--- src/rtl/metric_pkg.sv ---
// Shared types and constants for the metric max-reduction sequencer.
package metric_pkg;

    localparam int METRIC_W  = 16;
    localparam int METRIC_N  = 8;
    localparam int METRIC_IW = $clog2(METRIC_N);

    typedef logic signed [METRIC_W-1:0] metric_t;

    typedef enum logic [1:0] {
        IDLE,
        SCAN,
        DONE
    } state_e;

    localparam metric_t METRIC_MIN = {1'b1, {(METRIC_W-1){1'b0}}};
    localparam metric_t METRIC_MAX = {1'b0, {(METRIC_W-1){1'b1}}};

endpackage

--- src/rtl/metric_max2.sv ---
// Combinational signed compare/select: gt_o = (a_i > b_i), max_o = larger operand (b_i on ties).
module metric_max2
    import metric_pkg::*;
#(
    parameter int W = METRIC_W
) (
    input  logic signed [W-1:0] a_i,
    input  logic signed [W-1:0] b_i,
    output logic                gt_o,
    output logic signed [W-1:0] max_o
);

    // One guard bit makes the difference exact, so its sign is the true ordering.
    logic signed [W:0] diff;

    assign diff  = {a_i[W-1], a_i} - {b_i[W-1], b_i};
    assign gt_o  = !diff[W] && (diff != '0);
    assign max_o = gt_o ? a_i : b_i;

endmodule

--- src/rtl/metric_max_sched.sv ---
// Time-shared max/argmax over N signed metrics using one comparator.
// Optional normalised output vector when METRIC_NORM_EN is defined.
module metric_max_sched
    import metric_pkg::*;
#(
    parameter  int N  = METRIC_N,
    parameter  int W  = METRIC_W,
    localparam int IW = $clog2(N)
) (
    input  logic           clk,
    input  logic           rst_n,
    input  logic           start,
    input  logic [N*W-1:0] metrics_in,
    output logic           busy,
    output logic           done,
    output logic [W-1:0]   max_out,
    output logic [IW-1:0]  max_idx
`ifdef METRIC_NORM_EN
   ,output logic [N*W-1:0] norm_out
`endif
);

    state_e              state_q, state_d;
    logic signed [W-1:0] vec_q [N];
    logic signed [W-1:0] vec_d [N];
    logic signed [W-1:0] acc_q, acc_d;
    logic [IW-1:0]       acc_idx_q, acc_idx_d;
    logic [IW-1:0]       cnt_q, cnt_d;
    logic [W-1:0]        max_q, max_d;
    logic [IW-1:0]       max_idx_q, max_idx_d;
    logic                busy_q, busy_d;
    logic                done_q, done_d;
    logic signed [W-1:0] cand, sel;
    logic                gt;
    logic                commit;

    // cnt wraps to 0 after the last slot; SCAN with cnt=0 is the commit cycle.
    assign commit = (state_q == SCAN) && (cnt_q == '0);
    assign cand   = vec_q[cnt_q];

    metric_max2 #(.W(W)) u_max2 (
        .a_i   (cand),
        .b_i   (acc_q),
        .gt_o  (gt),
        .max_o (sel)
    );

    always_ff @(posedge clk or negedge rst_n) begin
        // NOTE: non-blocking assignments in clocked blocks keep every register updating from pre-edge values.
        if (!rst_n) state_q <= IDLE;
        else        state_q <= state_d;
    end

    always_comb begin
        // NOTE: assigning a default first guarantees no latch on any path through the case.
        state_d = state_q;
        unique case (state_q)
            IDLE:    if (start)  state_d = SCAN;
            SCAN:    if (commit) state_d = DONE;
            DONE:    state_d = IDLE;
            default: state_d = IDLE;
        endcase
    end

    always_comb begin
        busy_d = (state_d != IDLE);
        done_d = (state_d == DONE);
    end

    always_comb begin
        vec_d     = vec_q;
        acc_d     = acc_q;
        acc_idx_d = acc_idx_q;
        cnt_d     = cnt_q;
        max_d     = max_q;
        max_idx_d = max_idx_q;
        case (state_q)
            IDLE: if (start) begin
                for (int k = 0; k < N; k++) vec_d[k] = metrics_in[k*W +: W];
                acc_d     = metrics_in[W-1:0];
                acc_idx_d = '0;
                cnt_d     = IW'(1);
            end
            SCAN: if (commit) begin
                max_d     = acc_q;
                max_idx_d = acc_idx_q;
            end else begin
                acc_d = sel;
                if (gt) acc_idx_d = cnt_q;
                cnt_d = (cnt_q == IW'(N-1)) ? '0 : cnt_q + IW'(1);
            end
            default: ;
        endcase
    end

    always_ff @(posedge clk or negedge rst_n) begin
        if (!rst_n) begin
            // NOTE: the captured vector is reset too, so no stale metrics survive a reset.
            for (int k = 0; k < N; k++) vec_q[k] <= '0;
            acc_q     <= '0;
            acc_idx_q <= '0;
            cnt_q     <= '0;
            max_q     <= '0;
            max_idx_q <= '0;
            busy_q    <= 1'b0;
            done_q    <= 1'b0;
        end else begin
            vec_q     <= vec_d;
            acc_q     <= acc_d;
            acc_idx_q <= acc_idx_d;
            cnt_q     <= cnt_d;
            max_q     <= max_d;
            max_idx_q <= max_idx_d;
            busy_q    <= busy_d;
            done_q    <= done_d;
        end
    end

    assign busy    = busy_q;
    assign done    = done_q;
    assign max_out = max_q;
    assign max_idx = max_idx_q;

`ifdef METRIC_NORM_EN
    localparam logic signed [W-1:0] SAT_MIN = {1'b1, {(W-1){1'b0}}};

    logic [N*W-1:0] norm_q, norm_d;

    // Difference is never positive, so only negative overflow needs clamping.
    function automatic logic [W-1:0] sat_sub(input logic signed [W-1:0] a, input logic signed [W-1:0] b);
        logic signed [W:0] d;
        d = {a[W-1], a} - {b[W-1], b};
        return (d[W] != d[W-1]) ? SAT_MIN : d[W-1:0];
    endfunction

    always_comb begin
        norm_d = norm_q;
        if (commit) begin
            for (int k = 0; k < N; k++) norm_d[k*W +: W] = sat_sub(vec_q[k], acc_q);
        end
    end

    always_ff @(posedge clk or negedge rst_n) begin
        if (!rst_n) norm_q <= '0;
        else        norm_q <= norm_d;
    end

    assign norm_out = norm_q;
`endif

endmodule

--- config.mk ---
export PLATFORM = sky130hd
export DESIGN_NAME = metric_max_sched
export DESIGN_NICKNAME = d
export VERILOG_FILES = /design/src/rtl/metric_pkg.sv /design/src/rtl/metric_max2.sv /design/src/rtl/metric_max_sched.sv
export SDC_FILE = /design/constraint.sdc
export NUM_CORES = 1
export LEC_CHECK = 0
export BUFFER_PORTS_ARGS = -buffer_cell sky130_fd_sc_hd__buf_2
export CORE_MARGIN = 10
export CORE_UTILIZATION = 35
export DETAILED_ROUTE_END_ITERATION = 16
export GPL_TIMING_DRIVEN = 0
export PLACE_DENSITY = 0.65
export SETUP_SLACK_MARGIN = 0.3
export SLEW_MARGIN = 25
export SYNTH_ARGS = -nofsm -noshare
export SYNTH_HDL_FRONTEND = slang
export SYNTH_SLANG_ARGS = --single-unit
--- constraint.sdc ---
create_clock -name clk -period 6.37 [get_ports clk]
set_clock_uncertainty 0.05 [all_clocks]
set_input_delay 1.274 -clock clk [delete_from_list [all_inputs] [get_ports clk]]
set_output_delay 1.274 -clock clk [all_outputs]
set_load 0.02 [all_outputs]
==> results of run 1 <==
-- routing by layer --
metal	up-vias	wire, um	global-route usage, %
li1	3632	-	-
met1	3758	12300	21.9
met2	254	13800	28.6
met3	28	1670	3.33
met4	2	549	5.28
met5	-	13	0
-- worst max path at each step --
stage	from	to	depth (start not counted)
after floorplan	cnt_q[0]	acc_q[10]	14
after CTS	cnt_q[0]	acc_q[13]	15
after detailed placement	cnt_q[0]	acc_q[7]	15
final	cnt_q[0]	acc_q[7]	14
after global placement	cnt_q[0]	acc_q[9]	14
after global routing	cnt_q[0]	acc_q[13]	15
-- cell usage after synthesis, drive strengths merged (2+ instances only) --
master,number,area share [%]
a2111oi,2,0.20
a211o,2,0.20
a211oi,18,1.5
a21o,4,0.34
a21oi,16,0.94
a311oi,2,0.20
a31o,5,0.49
a31oi,18,1.3
a41o,2,0.22
and3,10,0.70
buf,14,0.80
clkbuf,45,1.9
dfrtp,173,48
ha,19,2.7
inv,25,1.0
mux2,34,4.3
mux2i,3,0.34
mux4,32,8.0
nand2,401,17
nand2b,6,0.42
nand3,14,0.78
nand4b,3,0.29
nor2,12,0.50
nor2b,4,0.28
nor3,5,0.28
nor3b,2,0.17
nor4,5,0.59
o211a,3,0.34
o211ai,3,0.25
o21a,2,0.17
o21ai,12,0.67
o21bai,2,0.17
o22ai,18,1.3
o311a,3,0.34
o311ai,4,0.39
or3,18,1.3
xor2,2,0.20
-- kinds of logic after synthesis --
kind of cell / share of synthesized area, %
muxes: 12.6
buffers and inverters: 3.73
AOI/OAI and AO/OA: 9.39
xor gates and xnor gates: 0.293
and+or+nand+nor: 22.8
DFF: 48.3
adders and majority gates: 2.88
-- stage by stage --
step	util, %	power, mW
3_3_place_gp	40.2	5.98
5_1_grt	42.7	7.70
3_5_place_dp	40.4	6.07
6_report	42.7	7.18
4_1_cts	42.7	7.13
2_1_floorplan	-	4.89
-- repair_timing --
item / 4_1_cts / 5_1_grt
endpoints found under the hold margin: 0 / 0
setup endpoints to repair: 0 / 11
resized for setup: 0 / 3
-- registers in the layout, summed over array words and instances, names as in the netlist --
register	cells
acc_q	16
state_q	2
max_idx	3
cnt_q	3
vec_q	128
max_out	16
busy	1
done	1
acc_idx_q	3
-- power by group through the flow --
stage               registers, mW  clock network (mW)  logic [mW]
global placement             1.92                   0        4.05
finish                       1.94                1.05        4.19
global route                 1.99                1.11        4.59
detailed placement           1.95                   0        4.12
floorplan                    1.92                   0        2.97
CTS                          1.93                1.06        4.14
-- layout make-up --
cell class                 count  area share, %
tap                          330           3.84
buffer                        59           2.24
clock inverter                11           1.22
multi-input combinational    700           40.0
clock buffer                  20           4.24
timing repair buffer         152           7.37
sequential                   173           40.2
inverter                      25          0.872
-- worst max-delay path: stages, from the launching register on --
cell and delay [ns]:
dfrtp_1 0.36, clkbuf_1 0.53, buf_1 0.74, mux4_2 0.63, mux2_2 0.33, ha_1 0.28, clkbuf_1 0.20, a21oi_1 0.21
nand2_1 0.12, o2111a_1 0.31, o211a_1 0.25, nor3_1 0.88, buf_2 0.37, a31oi_1 0.13, a211oi_1 0.25
==> reports/qor.yml, run 1 <==
fmax_ghz: 0.174
internal_power_mw: 3.87
start_kind: "register"
synth_enable_flop_cells: 0
n_antenna_cell: 0
critPathCaptureType: "register"
crit_fanout: 10
clock_latency_ns: 0.43
drive_gt1_share_pct: 23.6
ant_nets: 0
clockBufferDepth: 2
clk_pin_slew_worst_paths_ns: 0.07
layout_commonest_cell: "nand2_1"
htree_num_levels: 4
hold_class: "register to register"
placed_area_um2: 10200
grt_max_degree: 92
first_global_vias: 7869
worstRegToRegCells: 14
final_nets: 1279
cp.required_ns: 6.66
whs_ns: 0.424
final.period_utilization_pct: 90.0
grt_pass1_wl_mm: 44.1
synth_area_um2: 8960
finalWirelength_mm: 28.3
seq_power_share_pct: 27.0
drt-wirelength-per-cell_um: 19.3
multi_input_area_um2: 4300
ir_drop_mv: 0.374
drv_slew: 0
syn_nets: 1108
async_flop_share_pct: 100
post_layout_nonfiller_instances: 1470
dieArea_um2: 32400
final_cell_mix: "nand2_1, dfrtp_1, buf_2, clkbuf_1, mux2_2"
reg2reg_to: "acc_q[7]"
cts-buffers-inserted: 17
synth_warnings: 0
row_count: 58
root_buffer: "clkbuf_16"
synth.avg_cell_area_um2: 9.37
antenna_found_initial: 1
grt_overflow_total: 0
dr.pass1.iters: 6
hold_end: "vec_q[37]"
slew-limit-headroom_pct: 26.9
nFillCells: 2395
cap_violations: 0
p_comb_share_pct: 58.4
pre_cts_slack_ns: 0.680
status: "finished clean"
r2r-start: "cnt_q[0]"
synthCells: 957
p_sw_mw: 3.31
die_h_um: 180
seq_area_um2: 4330
drtIter0Drc: 643
holdPathStages: 2
finalHoldViolations: 0
final.setup.tns_ns: 0
power.leakage_nw: 5.41
port_buffers: 151
postCtsSetupRepairBufs: 0
ys_seq_area_share_pct: 48.3
p_per_area_nw_per_um2: 667
grtUsageTotal_pct: 17.1
synth_ff_type: "dfrtp_1"
cts_tree: "yes"
fin_area_um2: 10800
start_util_pct: 35.6
dp.cells: 1439
cts-hold-fix-buffers: 0
cts_num_sinks: 173
r2r_slack_ns: 0.64
post-route-drc-count: 0
rsz0062_at_grt: "no"
worst-setup-path-type: "register to register"
routed_via_density: 5.22
fin_crit_ns: 5.73
place_congestion: 0.880
sw_frac_of_total_pct: 46.1
areaGrowthSynthToFinish_pct: 20.0
ys_seq_elements: 173
dp_hpwl_mm: 21.8
min_from: "vec_q[37]"
via_count: 7674
dieWidth_um: 180
ios: 152
core_area_um2: 25200
setup_violations: 0
power_frac_clock_pct: 14.7
synth_cell_types: 57
worst_slew_pin_slew_ns: 1.09
arrival_ns: 6.02
layout_setup_ws_ns: 0.635
(Power assumes the default switching activity.)
==> run 2: changes to the inputs <==
Settings changed: MAX_ROUTING_LAYER set to met4.
==> reports/qor.yml, run 2 (synthesis results as in run 1) <==
status: "finished clean"
grtUsageTotal_pct: 17.9  # +0.82 points
placed_area_um2: 10200  # unchanged
p_per_area_nw_per_um2: 671  # +0.58%
port_buffers: 151  # unchanged
postCtsSetupRepairBufs: 0  # unchanged
row_count: 58  # unchanged
via_count: 7688  # +0.18%
r2r_slack_ns: 0.88  # +0.25 ns
cts_tree: "yes"
clock_latency_ns: 0.44  # about the same
clk_pin_slew_worst_paths_ns: 0.07  # about the same
top_register: "vec_q"
drtIter0Drc: 808  # +26%
slew-limit-headroom_pct: 41.1  # +14 points
post_layout_nonfiller_instances: 1473  # +0.20%
final_nets: 1279  # unchanged
rsz0062_at_grt: "no"
die_h_um: 180  # unchanged
seq_power_share_pct: 26.8  # -0.2 points
power_frac_clock_pct: 14.8  # about the same
hold_class: "register to register"
fin_area_um2: 10800  # +0.11%
grt_overflow_total: 0  # unchanged
grt_use_met2_pct: 28.5  # -0.074 points
setup_violations: 0  # unchanged
busiest_layer: "met2"
routed_via_density: 5.22  # about the same
finalWirelength_mm: 28.7  # +1.4%
cts_num_sinks: 173  # unchanged
worst-setup-path-type: "register to register"
root_buffer: "clkbuf_16"
drt-wirelength-per-cell_um: 19.5  # +1.2%
start_kind: "register"
internal_power_mw: 3.87  # -0.23%
critPathCaptureType: "register"
p_sw_mw: 3.37  # +1.8%
grt_max_degree: 90  # -2.2%
dp.cells: 1439  # unchanged
multi_input_area_um2: 4310  # about the same
arrival_ns: 5.77  # -0.25 ns
dieArea_um2: 32400  # unchanged
dieWidth_um: 180  # unchanged
cap_violations: 0  # unchanged
sw_frac_of_total_pct: 46.5  # +0.49 points
start_util_pct: 35.6  # unchanged
post-route-drc-count: 0  # unchanged
layout_commonest_cell: "nand2_1"
clockBufferDepth: 2  # unchanged
worst_slew_pin_slew_ns: 0.861  # -0.226 ns
core_area_um2: 25200  # unchanged
final.period_utilization_pct: 86.2  # -3.9 points
htree_num_levels: 4  # unchanged
dp_hpwl_mm: 21.9  # +0.54%
cp.required_ns: 6.65  # about the same
fmax_ghz: 0.182  # +4.5%
areaGrowthSynthToFinish_pct: 20.2
final.setup.tns_ns: 0  # unchanged
fin_crit_ns: 5.49  # -0.247 ns
crit_fanout: 10  # unchanged
p_comb_share_pct: 58.5  # about the same
layout_setup_ws_ns: 0.882  # +0.247 ns
cts-buffers-inserted: 17  # unchanged
pre_cts_slack_ns: 0.648  # -0.0316 ns
finalHoldViolations: 0  # unchanged
ir_drop_mv: 0.423  # +13%
final_cell_mix: "nand2_1, dfrtp_1, buf_2, clkbuf_1, mux2_2"
grt_use_met1_pct: 22.5  # +0.61 points
ios: 152  # unchanged
largest_register_ffs: 128  # unchanged
grtUsageMet3_pct: 2.91  # -0.42 points
first_global_vias: 7951  # +1.0%
seq_area_um2: 4330  # unchanged
dr.pass1.iters: 6  # unchanged
ant_nets: 0  # unchanged
power.leakage_nw: 5.42  # about the same
drv_slew: 0  # unchanged
grt_pass1_wl_mm: 44.7  # +1.5%
antenna_found_initial: 2  # +1
drive_gt1_share_pct: 23.9  # +0.33 points
place_congestion: 0.895  # +1.7%
nFillCells: 2474  # +3.3%
p_total_mw: 7.23  # +0.69%
run 2: cell types whose count changed in the layout (fill, tap and decap cells not counted), moves of 2 or more:
cell	previous run	this run
clkbuf_8	2	0
clkbuf_2	1	3
diode_2	0	2
buf_1	4	2
run 2: power groups by stage:
stage | clock network, mW | registers (mW) | logic (mW)
after floorplan | 0 | 1.92 | 2.97
after global placement | 0 | 1.92 | 4.06
after detailed placement | 0 | 1.95 | 4.14
after CTS | 1.08 | 1.93 | 4.17
after global routing | 1.13 | 1.99 | 4.64
final | 1.07 | 1.94 | 4.23
run 2: timing repair:
action | CTS | global route
setup endpoints to repair | 0 | 11
hold buffers | 0 | 0
resized for setup | 0 | 6
run 2: layout make-up:
type / instances / share of cell area (%)
Antenna cell: 2 / 0.0465
Buffer: 59 / 2.27
Clock buffer: 18 / 3.98
Clock inverter: 14 / 1.48
Inverter: 25 / 0.871
Multi-Input combinational cell: 700 / 40.0
Sequential cell: 173 / 40.2
Tap cell: 330 / 3.83
Timing Repair Buffer: 152 / 7.36
run 2: path summary, 6_finish.rpt:
| path | start | endpoint | depth (start not counted) |
|---|---|---|---|
| max | cnt_q[0] | acc_q[13] | 15 |
| min | vec_q[68] | vec_q[68] | 2 |
| max reg2reg | cnt_q[0] | acc_q[13] | 15 |
| min reg2reg | vec_q[68] | vec_q[68] | 2 |
| max in group asynchronous | rst_n | acc_q[5] | 2 |
| min in group asynchronous | rst_n | vec_q[55] | 1 |
run 2: critical path, stage by stage, from the launching register on:
cell and delay (ns):
dfrtp_1 0.35, clkbuf_1 0.52, clkbuf_2 0.52, mux4_2 0.60, mux2_2 0.34, ha_1 0.43
a21oi_1 0.18, o21ai_1 0.41, nand3_1 0.17, a31o_2 0.30, a31o_2 0.24, buf_2 0.18
a21oi_2 0.37, buf_2 0.34, o22ai_1 0.12, a211oi_1 0.23
run 2: per-layer routing:
metal | wire length [um] | vias to the layer above
li1 | - | 3620
met1 | 12700 | 3764
met2 | 13800 | 254
met3 | 1370 | 50
met4 | 795 | 0
met5 | 0 | -
run 2: stage by stage:
step / util, % / hold slack (ns)
after floorplan: - / 0.390
after global placement: 40.2 / 0.403
after detailed placement: 40.4 / 0.407
after CTS: 42.7 / 0.425
after global routing: 42.8 / 0.445
final: 42.8 / 0.419
